File: config.mk
export PLATFORM = sky130hd
export DESIGN_NAME = fetch_queue_unit_flat
export DESIGN_NICKNAME = d
export VERILOG_FILES = /design/src/rtl/fetch_queue_unit_pkg.sv /design/src/rtl/fetch_queue_unit_if.sv /design/src/rtl/fetch_queue_unit_inst_rom.sv /design/src/rtl/fetch_queue_unit.sv /design/src/flat_wrapper.sv
export SDC_FILE = /design/constraint.sdc
export NUM_CORES = 1
export LEC_CHECK = 0
export ABC_AREA = 1
export CAP_MARGIN = 20
export CORE_UTILIZATION = 50
export CTS_CLUSTER_DIAMETER = 60
export CTS_CLUSTER_SIZE = 8
export DETAILED_ROUTE_END_ITERATION = 10
export PLACE_DENSITY = 0.77
export SKIP_CTS_REPAIR_TIMING = 1
export SLEW_MARGIN = 30
export SYNTH_ARGS = -nofsm -noshare
export SYNTH_HDL_FRONTEND = slang
export SYNTH_SLANG_ARGS = --single-unit
File: constraint.sdc
create_clock -name i_clock -period 3.8 [get_ports i_clock]
set_input_delay 0.38 -clock i_clock [delete_from_list [all_inputs] [get_ports i_clock]]
set_output_delay 0.38 -clock i_clock [all_outputs]
set_load 0.05 [all_outputs]
File: src/rtl/fetch_queue_unit_pkg.sv
// Shared types and constants for the instruction-fetch queue.
package fetch_queue_unit_pkg;

    localparam int unsigned Bits   = 32;  // instruction / register word width
    localparam int unsigned Addr   = 20;  // PC width
    localparam int unsigned Memory = 10;  // ROM index width
    localparam int unsigned Depth  = 2;   // queue entries, power of two

    typedef logic [Bits-1:0] word_t;
    typedef logic [Addr-1:0] addr_t;

    // flagPC encodings driven by the datapath
    typedef enum logic [1:0] {
        PcHold = 2'b00,
        PcNext = 2'b01,
        PcJump = 2'b10,
        PcHalt = 2'b11
    } flag_pc_e;

    typedef enum logic {
        StRun  = 1'b0,
        StHalt = 1'b1
    } state_e;

    // Program image held in the ROM: word i contains i + 100.
    function automatic word_t rom_image_word(input logic [Memory-1:0] idx);
        return word_t'(idx) + word_t'(100);
    endfunction

endpackage

File: src/rtl/fetch_queue_unit_if.sv
// Fetch <-> datapath handshake: control flags in, head instruction out.
interface fetch_queue_unit_if;
    import fetch_queue_unit_pkg::*;

    logic [1:0] flag_pc;
    logic       flag_jr;
    addr_t      new_address;
    word_t      rs_value;
    word_t      instruction;
    addr_t      address;
    logic       inst_valid;
    logic       halted;

    // Datapath side
    modport master (
        output flag_pc, flag_jr, new_address, rs_value,
        input  instruction, address, inst_valid, halted
    );

    // Fetch unit side
    modport slave (
        input  flag_pc, flag_jr, new_address, rs_value,
        output instruction, address, inst_valid, halted
    );

endinterface

File: src/rtl/fetch_queue_unit_inst_rom.sv
// Synchronous-read instruction ROM, one cycle from index to data.
module fetch_queue_unit_inst_rom
    import fetch_queue_unit_pkg::*;
(
    input  logic              i_clock,
    input  logic              i_en,
    input  logic [Memory-1:0] i_index,
    output word_t             o_data
);

    word_t r_data;

    // Registered read; data only meaningful the cycle after an enabled read
    always_ff @(posedge i_clock) begin
        if (i_en) begin
            r_data <= rom_image_word(i_index);
        end
    end

    assign o_data = r_data;

endmodule

File: src/rtl/fetch_queue_unit.sv
// Instruction fetch stage: owns the PC, reads the ROM and buffers words in a
// 2-entry queue whose head (plus its link address) is presented to the datapath.
module fetch_queue_unit
    import fetch_queue_unit_pkg::*;
(
    input  logic              i_clock,
    input  logic              i_reset,
    fetch_queue_unit_if.slave bus
);

    localparam int unsigned PtrW = $clog2(Depth);
    localparam int unsigned CntW = PtrW + 1;

    state_e          r_state;
    state_e          w_state_d;
    addr_t           r_fetch_pc;
    addr_t           r_resp_pc;     // PC tag of the word returning from the ROM
    logic            r_inflight;
    logic [CntW-1:0] r_count;
    logic [PtrW-1:0] r_head;
    logic [PtrW-1:0] r_tail;
    word_t           r_q_inst [Depth];
    addr_t           r_q_pc   [Depth];

    logic            w_run;
    logic            w_redirect;
    logic            w_halt_req;
    logic            w_valid;
    logic            w_pop;
    logic            w_push;
    logic            w_issue;
    logic [CntW:0]   w_occupancy;
    addr_t           w_target;
    word_t           w_rom_data;

    fetch_queue_unit_inst_rom u_rom (
        .i_clock (i_clock),
        .i_en    (w_issue),
        .i_index (r_fetch_pc[Memory-1:0]),
        .o_data  (w_rom_data)
    );

    // Decode the datapath request into issue / push / pop / redirect strobes
    always_comb begin
        w_run       = (r_state == StRun);
        w_redirect  = w_run && (bus.flag_pc == PcJump);
        w_halt_req  = w_run && (bus.flag_pc == PcHalt);
        w_valid     = w_run && (r_count != '0);
        w_pop       = w_valid && (bus.flag_pc == PcNext);
        // A response landing in a redirect cycle belongs to the old path
        w_push      = w_run && r_inflight && !w_redirect;
        // Entries held or promised after this cycle's pop
        w_occupancy = {1'b0, r_count} + (CntW+1)'(r_inflight) - (CntW+1)'(w_pop);
        w_issue     = w_run && !w_redirect && (w_occupancy < (CntW+1)'(Depth));
        w_target    = bus.flag_jr ? bus.rs_value[Addr-1:0] : bus.new_address;
    end

    // Next state: HALT is sticky until reset
    always_comb begin
        w_state_d = r_state;
        if (w_halt_req) begin
            w_state_d = StHalt;
        end
    end

    // State register
    always_ff @(posedge i_clock) begin
        if (i_reset) begin
            r_state <= StRun;
        end else begin
            r_state <= w_state_d;
        end
    end

    // PC, in-flight tracking; a redirect overrides sequential advance
    always_ff @(posedge i_clock) begin
        if (i_reset) begin
            r_fetch_pc <= '0;
            r_resp_pc  <= '0;
            r_inflight <= 1'b0;
        end else begin
            // Single-cycle ROM: whatever is in flight lands or is dropped next cycle
            r_inflight <= w_issue;
            if (w_redirect) begin
                r_fetch_pc <= w_target;
            end else if (w_issue) begin
                r_fetch_pc <= r_fetch_pc + addr_t'(1);
                r_resp_pc  <= r_fetch_pc;
            end
        end
    end

    // Queue pointers and occupancy; redirect flushes
    always_ff @(posedge i_clock) begin
        if (i_reset) begin
            r_count <= '0;
            r_head  <= '0;
            r_tail  <= '0;
        end else if (w_redirect) begin
            r_count <= '0;
            r_head  <= '0;
            r_tail  <= '0;
        end else begin
            if (w_push) begin
                r_tail <= r_tail + PtrW'(1);
            end
            if (w_pop) begin
                r_head <= r_head + PtrW'(1);
            end
            r_count <= r_count + CntW'(w_push) - CntW'(w_pop);
        end
    end

    // Queue storage; contents are only observed through r_count, so no reset
    always_ff @(posedge i_clock) begin
        if (w_push && !i_reset) begin
            r_q_inst[r_tail] <= w_rom_data;
            r_q_pc[r_tail]   <= r_resp_pc;
        end
    end

    // The issue rule must leave room for every response
    always_ff @(posedge i_clock) begin
        if (!i_reset && w_push) begin
            assert (r_count < CntW'(Depth));
        end
    end

    // Head presentation; held while halted
    always_comb begin
        bus.instruction = '0;
        bus.address     = '0;
        if (r_count != '0) begin
            bus.instruction = r_q_inst[r_head];
            bus.address     = r_q_pc[r_head] + addr_t'(1);
        end
        bus.inst_valid = w_valid;
        bus.halted     = (r_state == StHalt);
    end

endmodule

File: src/flat_wrapper.sv
// flat-port wrapper written by rule: the top's interface ports become plain ports
module fetch_queue_unit_flat import fetch_queue_unit_pkg::*;
  (i_clock, i_reset, bus_flag_pc, bus_flag_jr, bus_new_address, bus_rs_value, bus_instruction, bus_address, bus_inst_valid, bus_halted);
  fetch_queue_unit_if bus_i ();
  input  logic i_clock;
  input  logic i_reset;
  input wire logic [$bits(bus_i.flag_pc)-1:0] bus_flag_pc;
  input wire logic [$bits(bus_i.flag_jr)-1:0] bus_flag_jr;
  input wire logic [$bits(bus_i.new_address)-1:0] bus_new_address;
  input wire logic [$bits(bus_i.rs_value)-1:0] bus_rs_value;
  output wire logic [$bits(bus_i.instruction)-1:0] bus_instruction;
  output wire logic [$bits(bus_i.address)-1:0] bus_address;
  output wire logic [$bits(bus_i.inst_valid)-1:0] bus_inst_valid;
  output wire logic [$bits(bus_i.halted)-1:0] bus_halted;
  assign bus_i.flag_pc = bus_flag_pc;
  assign bus_i.flag_jr = bus_flag_jr;
  assign bus_i.new_address = bus_new_address;
  assign bus_i.rs_value = bus_rs_value;
  assign bus_instruction = bus_i.instruction;
  assign bus_address = bus_i.address;
  assign bus_inst_valid = bus_i.inst_valid;
  assign bus_halted = bus_i.halted;
  fetch_queue_unit u_core (.i_clock(i_clock), .i_reset(i_reset), .bus(bus_i));
endmodule
# Yosys cells after proc, flatten, opt, wreduce, memory -nomap -nowiden
# Memories as Yosys holds them, arrays and structs flattened. A register that Yosys moved wholly into a read port is not among the register bits.
# Index checks and enable logic that the tools add are counted.
[totals]
elab_cells = 51
output_inout_bits = 54
regBits = 78
n_memories = 2
in_bits = 57
mem_bits_rw = 104
[op_classes]
muxes = 11
reduce_logical = 15
eq_ne = 3
n_lt_le_gt_ge = 1
add_sub_neg = 9
bitwise = 2
[mem_list]
columns = ["memory", "depth", "word_bits", "rd", "rd_ports_with_merged_regs", "wr", "line", "text"]
rows = [
  ["u_core.r_q_inst", 2, 32, 1, 1, 1, "fetch_queue_unit.sv:22", "word_t r_q_inst [Depth];"],
  ["u_core.r_q_pc", 2, 20, 1, 1, 1, "fetch_queue_unit.sv:23", "addr_t r_q_pc [Depth];"],
]
[op_table]
columns = ["cell", "count"]
rows = [
  ["2-to-1 mux 20 bit", 4],
  ["adder 20 x 1 -> 20 bit (second input constant)", 2],
  ["2-to-1 mux 32 bit", 1],
  ["adder 10 x 7 -> 11 bit (second input constant)", 1],
  ["logical AND 1 bit", 9],
  ["2-to-1 mux 1 bit", 6],
  ["== test 2 bit (second input constant)", 2],
  ["nonzero test 2 bit", 2],
  ["adder 2 x 1 -> 3 bit", 1],
  ["< comparator 3 x 2 -> 1 bit (second input constant)", 1],
  ["subtractor 3 x 1 -> 3 bit", 1],
  ["adder 1 bit (second input constant)", 2],
  ["adder 2 x 1 -> 2 bit", 1],
  ["== test 2 x 1 -> 1 bit (second input constant)", 1],
  ["logical NOT 1 bit", 2],
  ["inverter 1 bit", 2],
  ["AND reduction 2 bit", 1],
  ["OR reduction 2 bit", 1],
  ["subtractor 2 x 1 -> 2 bit", 1],
]

# Logic depth before layout (Yosys ltp)
[depth]
depth_word = 8
ltp_mapped = 17
ltp_nobuf = 17

# By module
# A second synthesis with hierarchy kept.
[hier_totals]
hier_cells = 869
area_unflattened_um2 = 7753.7
[by_module_without_submodules]
columns = ["module", "cells_each", "area_per_inst_um2", "n_inst", "seq_area_each_um2"]
rows = [
  ["fetch_queue_unit", 806, 7105.6, 1, 4063.9],
  ["fetch_queue_unit_inst_rom", 63, 648.1, 1, 330.3],
]

# Worst setup path before layout
# Ideal clock, no wire load.
[synth_timing]
kind = "reg-to-reg"
from = "reg u_core.r_count[1]"
to = "reg u_core.u_rom.r_data[0] (netlist: u_core.u_rom.o_data[0]) (enable)"
synth_period_minus_slack_ns = 3.858
stages_incl_launch_ff = 11
n_path_buf = 1
required_time_ns = 3.420
setup_ns = 0.380
arrival_time_ns = 3.479
path_slack_ns = -0.058
cell_sequence = "dfxtp_1 -> nor2_1 -> nor2_1 -> nand3_1 -> inv_1 -> ha_1 -> or2_2 -> fa_1 -> nand3_1 -> nor2_2 -> clkbuf_1"
[synth_between]
elab_chain_cells = 6
word_cells_on_any_way = 7
classes_between = "add/sub: 2; order compare: 1; reduce/logical: 4"
[synth_lines]
columns = ["item", "line", "text"]
rows = [
  ["from (decl)", "fetch_queue_unit.sv:19", "logic [CntW-1:0] r_count;"],
  ["from (signal assigned)", "fetch_queue_unit.sv:110", "r_count <= r_count + CntW'(w_push) - CntW'(w_pop);"],
  ["nonzero test 2 bit", "fetch_queue_unit.sv:48", "w_valid = w_run && (r_count != '0);"],
  ["logical AND 1 bit", "fetch_queue_unit.sv:48", ""],
  ["named net bus_inst_valid", "flat_wrapper.sv:13", "output wire logic [$bits(bus_i.inst_valid)-1:0] bus_inst_valid;"],
  ["logical AND 1 bit", "fetch_queue_unit.sv:49", "w_pop = w_valid && (bus.flag_pc == PcNext);"],
  ["named net u_core.w_pop", "fetch_queue_unit.sv:29", "logic w_pop;"],
  ["subtractor 3 x 1 -> 3 bit", "fetch_queue_unit.sv:53", "w_occupancy = {1'b0, r_count} + (CntW+1)'(r_inflight) - (CntW+1)'(w_pop);"],
  ["< comparator 3 x 2 -> 1 bit", "fetch_queue_unit.sv:54", "w_issue = w_run && !w_redirect && (w_occupancy < (CntW+1)'(Depth));"],
  ["logical AND 1 bit", "fetch_queue_unit.sv:54", ""],
  ["named net u_core.u_rom.i_en", "fetch_queue_unit_inst_rom.sv:6", "input logic i_en,"],
  ["to (signal assigned)", "fetch_queue_unit_inst_rom.sv:16", "r_data <= rom_image_word(i_index);"],
  ["to (decl)", "fetch_queue_unit_inst_rom.sv:11", "word_t r_data;"],
]
# The timed path passes the listed nets, and every way through them passes these cells.
# A chain may end at the register's enable or synchronous reset.

==> summary.md <==
| Metric | Value |
|---|---|
| Total of max-cap violations | 0 |
| Seq/Total Area, Yosys | 50.9% |
| Max Clock Skew | 7.89 ps |
| Leakage | 3.29 nW |
| Total die area | 12700 um2 |
| Die width | 113 um |
| Initial core utilization | 51.2% |
| Unique masters post-synth | 33 |
| # port buffers | 77 |
| Initial DRC count | 390 |
| Via density | 5.01 |
| EDFF count, synth | 73 |
| Mux share of post-synthesis cell area | 0.163% |
| PD cells | 535 nW/um2 |
| CP Data Arrival Time | 2680 ps |
| Share of layout cells above drive strength 1 | 9.87% |
| Final Hold Fails | 0 |
| Worst EP required | 3420 ps |
| DRC viols | 0 |
| Peak supply drop | 0.313 mV |
| Final core utilization | 64.3% |
| Vias in the first global route | 4522 |
| Slew @ Worst Pin | 557 ps |
| Chip height | 113 um |
| Crit start category | flip-flop |
| Clk buf depth | 2 |
| Post-synth top cells | nand2_1, inv_1, nor2_1, edfxtp_1, o21ai_0 |
| Final setup violation count | 0 |
| Yosys top cell area share | 35.6% |
| CTS Root Cell | clkbuf_16 |
| YS warnings | 0 |
| Placed Cells incl. Taps | 976 |
| Syn avg cell area | 8.00 um2 |
| Synth Area in Adders | 1.55% |
| Via count | 5052 |
| CTS tree | built |
| Overall power | 4.13 mW |
| CP endpoint kind | output pin |
| Unrepaired setup endpoints after global routing | no |
| Ant diodes | 0 |
| Total Wirelength | 12500 um |
| Min Tclk post-route | 3060 ps |
| Ys flop type | edfxtp_1 |
| CP Buf/Inv Count | 2 |
| DR WL/cell | 12.4 um |
| Worst skew pair latency | 410 ps |
| Core area | 12000 um2 |
| Setup TNS | 0 ps |
| Nets | 912 |
| Critical path type | reg2out |
| First-pass GRT wire length | 21100 um |
| Worst-path clk slew | 60 ps |
| H-tree Lvls | 4 |
| Gr ovfl total | 0 |
| Async S/R FF share, synth | 0% |
| Clk sinks | 120 |
| Synthesized-area fraction occupied by xor and xnor cells | 1.71% |
| Max stage delay on crit path | 420 ps |
| Mapped Area | 6150 um2 |
| Post-synthesis simple-gate area fraction | 22.8% |
| Largest family of logic cells by synthesized area | simple AND/OR/NAND/NOR gates |
| Tcrit/Tclk final | 80.4% |
| Placer Congestion | 0.861 |
| Detail Placement HPWL | 8710 um |
| Post-synthesis cell count | 769 |
| Cell taking the most area after synthesis | edfxtp_1 |
| Placement Rows | 40 |
| CP most frequent cell | nand2_1 |
| Drt first pass iters | 5 |
| Rel. slew slack | 62.8% |
| Cell with the most instances after synthesis | nand2_1 |
| Top delay family on crit path | simple AND/OR/NAND/NOR gates |
| #FFs+latches synth | 120 |
| Min-delay worst type | reg2reg |
| Max Freq | 327 MHz |
| FILL cells | 984 |
| GRT Total Usage | 21.1% |
| I/O Pins | 111 |
| Status | finished, final reports clean |
| Post-route insts no fill | 1008 |
| Initial antenna violation count | 0 |
| Final ANT Viol Nets | 0 |
| Largest net degree at the start of global routing | 40 |
| Compound-Gate Fraction of Synth Area | 11.8% |
| Area grow syn2layout | 25.6% |
| Slew Limit Fails | 0 |
| Top post-synthesis cells by area | edfxtp_1, dfxtp_1, nand2_1, inv_1, nor2_1 |
| Crit-path cells | inv_2 > nand2_1 > o21ai_2 > ha_1 > nand2_1 > nor2_2 > nand2_1 > nor3_1 > nor2_1 > nor2_1 > buf_12 |
| CP max FO | 32 |
| TritonCTS Buffers | 17 |
| Critical path's slowest cell | inv_2 |
metal layers:
layer	part of all wire, %	global-route usage, %	up-vias
li1	-	-	2616
met1	46	27.3	2251
met2	47	34.4	165
met3	5.8	5.25	20
met4	1.5	8.16	0
met5	0	0	-
power by group:
part	internal [mW]	switching (mW)	total, mW
registers	1.56	0.0999	1.66
clock network	1.14	0.540	1.68
logic	0.269	0.519	0.788
sequential cells by signal (all words and copies together), names as in the netlist, named ones only:
signal               cells
u_core.r_q_inst         22
u_core.r_inflight        1
u_core.r_tail            1
u_core.r_fetch_pc       20
u_core.r_q_pc           40
u_core.r_count           2
u_core.r_head            1
u_core.u_rom.o_data     11
u_core.bus.halted        1
u_core.r_resp_pc        20
final timing paths:
| path | to | depth (start not counted) | slack (ps) | startpoint |
|---|---|---|---|---|
| max | bus_address[16] | 11 | 740 | flip-flop |
| min | u_core.r_q_inst[1][1] | 0 | 450 | u_core.u_rom.o_data[1] |
| max reg2reg | u_core.r_fetch_pc[5] | 14 | 750 | u_core.r_count[1] |
| min reg2reg | u_core.r_q_inst[1][1] | 0 | 450 | u_core.u_rom.o_data[1] |
layout make-up:
| cell class | count | area (um2) | share of cell area [%] |
|---|---|---|---|
| Tap cell | 147 | 184 | 2.38 |
| Clock inverter | 10 | 136 | 1.77 |
| Timing Repair Buffer | 88 | 956 | 12.4 |
| Clock buffer | 22 | 508 | 6.58 |
| Inverter | 100 | 375 | 4.86 |
| Sequential cell | 120 | 3130 | 40.6 |
| Multi-Input combinational cell | 521 | 2430 | 31.5 |
cells by family (layout without fill, tap and decap cells):
group,count (synthesis),after routing
AOI/OAI and AO/OA,135,135
muxes,1,1
other,1,21
buffers and inverters,148,220
adders and majority gates,7,7
and+or+nand+nor,345,345
DFF,120,120
xor gates and xnor gates,12,12
through the flow:
stage          area (um2)  setup slack, ps  hold WS, ps
2_1_floorplan        6230              228          420
3_3_place_gp         7080              533          422
3_5_place_dp         7080              489          433
4_1_cts              7720              703          447
5_1_grt              7720              445          453
6_report             7720              743          445
placed cells by master (no fill, tap or decap), drive strengths merged, types with 22 or more instances in the layout:
cell and instances:
nand2 213, inv 100, nor2 86, edfxtp 73
o21ai 62, clkdlybuf4s50 58, a21oi 53, dfxtp 47
buf 30, nand3 29, clkbuf 22
Power figures use the tool's default switching activity.
